<file path="src/rtl/gray_rx_if.sv">
// gray_rx_if: sample/clear inputs and decoded status outputs of the Gray-count receiver
interface gray_rx_if #(parameter int W = 3, parameter int CW = 8);
  logic          en;
  logic          clear;
  logic [W-1:0]  gray_in;
  logic [W-1:0]  binary;
  logic          valid;
  logic          wrap;
  logic [CW-1:0] wrap_count;
  logic          error;
  logic          locked;
  modport master(output en, clear, gray_in, input binary, valid, wrap, wrap_count, error, locked);
  modport slave(input en, clear, gray_in, output binary, valid, wrap, wrap_count, error, locked);
endinterface

</file>
<file path="src/rtl/gray_rx.sv">
// gray_rx: decodes sampled Gray counts, checks single-step legality and counts wraps
module gray_rx #(
  parameter int W  = 3,
  parameter int CW = 8
) (
  input logic      clk,
  input logic      rst_n,
  gray_rx_if.slave bus
);
  typedef enum logic [1:0] {IDLE, TRACK, ERROR} state_t;
  state_t        state, state_n;
  logic [W-1:0]  d, prev, prev_n, inc;
  logic [CW-1:0] cnt, cnt_n;
  logic          valid, valid_n, wrap, wrap_n, error, error_n, bad;
  for (genvar i = 0; i < W; i++) begin : g_dec
    assign d[i] = ^(bus.gray_in >> i);
  end
  assign inc = prev + 1'b1;
  assign bad = d != prev && d != inc;
  // Next state and outputs; a clear discards any sample offered in the same cycle
  always_comb begin
    state_n = state;
    prev_n  = prev;
    cnt_n   = cnt;
    error_n = error;
    valid_n = 1'b0;
    wrap_n  = 1'b0;
    if (bus.clear) begin
      state_n = IDLE;
      cnt_n   = '0;
      error_n = 1'b0;
    end else if (bus.en) begin
      prev_n  = d;
      valid_n = 1'b1;
      wrap_n  = state == TRACK && prev == '1 && d == '0;
      cnt_n   = cnt + CW'(wrap_n && cnt != '1);
      error_n = error | (state == TRACK && bad);
      state_n = state == IDLE ? TRACK : (state == TRACK && bad) ? ERROR : state;
    end
  end
  // State and output registers with asynchronous reset
  always_ff @(posedge clk or negedge rst_n) begin
    if (!rst_n) begin
      state <= IDLE;
      prev  <= '0;
      cnt   <= '0;
      valid <= 1'b0;
      wrap  <= 1'b0;
      error <= 1'b0;
    end else begin
      state <= state_n;
      prev  <= prev_n;
      cnt   <= cnt_n;
      valid <= valid_n;
      wrap  <= wrap_n;
      error <= error_n;
    end
  end
  assign bus.binary     = prev;
  assign bus.valid      = valid;
  assign bus.wrap       = wrap;
  assign bus.wrap_count = cnt;
  assign bus.error      = error;
  assign bus.locked     = state == TRACK;
endmodule

</file>
<file path="src/flat_wrapper.sv">
// flat-port wrapper written by rule: the top's interface ports become plain ports
module gray_rx_flat 
#(
  parameter int W  = 3,
  parameter int CW = 8
)
  (clk, rst_n, bus_en, bus_clear, bus_gray_in, bus_binary, bus_valid, bus_wrap, bus_wrap_count, bus_error, bus_locked);
  gray_rx_if #(.W(W), .CW(CW)) bus_i ();
  input logic clk;
  input logic rst_n;
  input wire logic [$bits(bus_i.en)-1:0] bus_en;
  input wire logic [$bits(bus_i.clear)-1:0] bus_clear;
  input wire logic [$bits(bus_i.gray_in)-1:0] bus_gray_in;
  output wire logic [$bits(bus_i.binary)-1:0] bus_binary;
  output wire logic [$bits(bus_i.valid)-1:0] bus_valid;
  output wire logic [$bits(bus_i.wrap)-1:0] bus_wrap;
  output wire logic [$bits(bus_i.wrap_count)-1:0] bus_wrap_count;
  output wire logic [$bits(bus_i.error)-1:0] bus_error;
  output wire logic [$bits(bus_i.locked)-1:0] bus_locked;
  assign bus_i.en = bus_en;
  assign bus_i.clear = bus_clear;
  assign bus_i.gray_in = bus_gray_in;
  assign bus_binary = bus_i.binary;
  assign bus_valid = bus_i.valid;
  assign bus_wrap = bus_i.wrap;
  assign bus_wrap_count = bus_i.wrap_count;
  assign bus_error = bus_i.error;
  assign bus_locked = bus_i.locked;
  gray_rx #(.W(W), .CW(CW)) u_core (.clk(clk), .rst_n(rst_n), .bus(bus_i));
endmodule
</file>
<file path="config.mk">
export PLATFORM = sky130hd
export DESIGN_NAME = gray_rx_flat
export DESIGN_NICKNAME = d
export VERILOG_FILES = /design/src/rtl/gray_rx_if.sv /design/src/rtl/gray_rx.sv /design/src/flat_wrapper.sv
export SDC_FILE = /design/constraint.sdc
export NUM_CORES = 1
export LEC_CHECK = 0
export BUFFER_PORTS_ARGS = -buffer_cell sky130_fd_sc_hd__buf_2
export CAP_MARGIN = 20
export CORE_MARGIN = 2
export CORE_UTILIZATION = 40
export DETAILED_ROUTE_END_ITERATION = 10
export PLACE_DENSITY = 0.71
export SYNTH_ARGS = -nofsm -noshare
export SYNTH_HDL_FRONTEND = slang
export SYNTH_SLANG_ARGS = --single-unit
</file>
<file path="constraint.sdc">
create_clock -name clk -period 2.1 [get_ports clk]
set_clock_uncertainty 0.15 [all_clocks]
set_input_delay 0.42 -clock clk [delete_from_list [all_inputs] [get_ports clk]]
set_output_delay 0.42 -clock clk [all_outputs]
set_load 0.05 [all_outputs]
</file>
==> out/metrics.yaml <==
run_status:
  status: "finished, final reports clean"
die:
  rows: 17
  io_pins: 22
  dieWidth_microns: 51.2
  initial_core_util_pct: 41.4
  core_sq_mm: 0.00215
  fp.dieH_microns: 51.2
  die-area_sq_mm: 0.00262
hold_path:
  holdCritStartpoint: "bus_clear"
  hold_class: "input port to flop"
logic_synthesis:
  syn-num-nets: 101
  ys_ff_latch: 16
  ys_seq_area_share_pct: 45.0
  yosys_warnings: 0
  synth_top_cell_by_area: "dfrtp_1"
  ys_types: 30
  postSynthAreaPerCell_sq_um: 9.88
  syn_inst: 90
  synthTopCellsByArea: "dfrtp_1 45%, ha_1 5.6%, mux2i_1 4.5%, nand2_1 4.2%, nor2_1 4.2%"
  synth_area_sq_um: 890
  synth_top_area_share_pct: 45.0
place:
  place_inst: 140
  dpl.hpwl_mm: 1.35
  gp_congestion: 0.744
  dp_slack_ns: 0.0200
  port_buffers: 21
clock_network:
  cts_num_sinks: 16
  cts.path.max_buffers: 2
  clockRootBuffer: "clkbuf_4"
  cts_tree: "built"
  h-tree-depth: 1
  cts_buffers: 3
  clk-insertion-delay-late_ns: 0.27
  clkTransAtPathRegs_ns: 0.10
setup_path:
  cpMostUsedCell: "ha_4"
  worstPathRequired_ns: 2.16
  path_buf_inv: 0
  r2r-start: "u_core.bus.binary[0]"
  worst_path_max_delay_cell: "dfrtp_2"
  crit_family: "simple AND/OR/NAND/NOR gates"
  cp.arrival_ns: 2.13
  critical_path_class: "flop to flop"
  cp_max_fo: 3
  startpoint: "u_core.bus.binary[0]"
  rrSetupSlack_ns: 0.03
  crit_chain: "ha_4, ha_4, nor4b_4, nand2_1, nor2_1, ha_2, nand4_1, or3_1, a21oi_2"
  critPathLaunchType: "flop"
  slowest_delay_ns: 0.40
  endpoint_kind: "flop"
timing:
  setup_viol: 0
  hold_violations: 0
  layout_min_cycle_time_ns: 2.07
  max_freq_ghz: 0.483
  slew_violations: 0
  final.period_utilization_pct: 98.6
  layout_setup_ws_ns: 0.0295
  grt_setup_unrepaired: "true"
  tightest_slew_ns: 0.353
  max_slew_margin_pct: 76.5
power_and_ir_drop:
  leakage_nw: 0.546
  p_per_area_mw_per_mm2: 638
  finalPower_w: 0.000731
  max-vdd-ir-drop_mv: 0.353
layout:
  antenna_cells: 0
  design.final.nets: 130
  drive_above_1_share_pct: 34.7
  area.growth.synth_to_final_pct: 28.7
  fin_cells: 146
  post-route-util_pct: 53.3
  fill_cells: 199
grt:
  grt_overflow: 0
  grt_pass1_wl_mm: 2.89
  grtUsageTotal_pct: 14.7
  antenna_found_initial: 0
  grt_pass1_vias: 669
  grt_max_degree: 17
route:
  antenna_left: 0
  vias: 754
  drc: 0
  wire_per_inst_microns: 12.6
  wirelength_mm: 1.84
  drt-initial-drc-count: 6
  vias_per_cell: 5.16
  first_pass_iters: 4
job:
  cap_violations: 0
## logic make-up after synthesis
kind of cell / share of synthesized area, %
muxes: 5.77
DFF: 45.0
buffers and inverters: 2.95
xor gates and xnor gates: 7.74
adders and majority gates: 5.63
AOI/OAI and AO/OA: 8.30
and+or+nand+nor: 24.6
## stage by stage
stage | hold slack [ns] | area [sq um] | setup TNS (ns)
floorplan | -0.0256 | 915 | -0.427
global placement | 0.197 | 1070 | 0
detailed placement | 0.203 | 1070 | 0
CTS | 0.304 | 1110 | 0
global route | 0.338 | 1140 | -0.189
finish | 0.315 | 1140 | 0
## timing repair
action,4_1_cts,5_1_grt
hold buffers,1,0
setup buffers,0,1
resized for setup,0,7
hold endpoints to repair,16,0
setup endpoints to repair,0,4
## worst paths after layout
check	to	cells past startpoint
max in group asynchronous	u_core.bus.binary[0]	2
setup / recovery	u_core.bus.wrap_count[7]	9
hold / removal	u_core.bus.wrap_count[7]	2
hold reg to reg	u_core.bus.error	2
setup reg to reg	u_core.bus.wrap_count[7]	9
min in group asynchronous	u_core.bus.error	2
## synth_stat cells
| master | n |
|---|---|
| nand4b_1 | 1 |
| and3_1 | 1 |
| dfrtp_1 | 16 |
| nor2_1 | 10 |
| o31ai_1 | 2 |
| mux2_2 | 1 |
| nand4_1 | 4 |
| o21ai_0 | 4 |
| inv_1 | 2 |
| o2111ai_1 | 1 |
| xor2_1 | 4 |
| buf_2 | 3 |
| or3_1 | 2 |
| nand2_1 | 10 |
| and2b_1 | 1 |
| xnor2_1 | 2 |
| nor4b_1 | 1 |
| ha_1 | 4 |
| buf_1 | 1 |
| xnor2_2 | 1 |
| a21o_1 | 1 |
| nor4bb_1 | 1 |
| o21a_1 | 1 |
| nand4bb_1 | 1 |
| nor2b_1 | 2 |
| and4b_1 | 1 |
| nor4_1 | 2 |
| mux2i_1 | 4 |
| a21oi_1 | 3 |
| nand2b_1 | 3 |
## where the power goes
part / internal [W] / leakage, nW / total, W / switching [W]
Clock: 0.0000734 / 0.0150 / 0.000167 / 0.0000934
Combinational: 0.0000854 / 0.319 / 0.000220 / 0.000135
Sequential: 0.000326 / 0.212 / 0.000343 / 0.0000172
## area by class of cell
cell class	count	area, sq um	share of cell area, %
Timing Repair Buffer	28	160	14.0
Tap cell	28	35.0	3.06
Multi-Input combinational cell	68	512	44.7
Clock buffer	4	26.3	2.30
Sequential cell	16	404	35.3
Inverter	2	7.51	0.656
## layout by cell type (no fill, tap or decap), types with 3 or more instances in the layout
cell type  instances
nand2b_1           3
xor2_1             4
buf_4              6
clkbuf_4           3
nand2_1           10
mux2i_1            4
dfrtp_1           13
buf_2             21
nand4_1            4
dfrtp_2            3
nor2_1            10
## per-layer routing
metal | wire length (microns) | part of all wire (%) | GRT usage, %
met3 | 74 | 4.0 | 2.63
met4 | 33 | 1.8 | 5.86
met1 | 816 | 44 | 18.9
met2 | 914 | 50 | 24.5
met5 | 0 | 0 | 0
## flip-flops by register name, indices dropped and copies added, names as in the netlist
signal,count
u_core.bus.wrap_count,8
u_core.bus.binary,3
u_core.state,2
u_core.bus.error,1
u_core.bus.valid,1
u_core.bus.wrap,1
No activity file was read; power rests on OpenSTA's default activity.
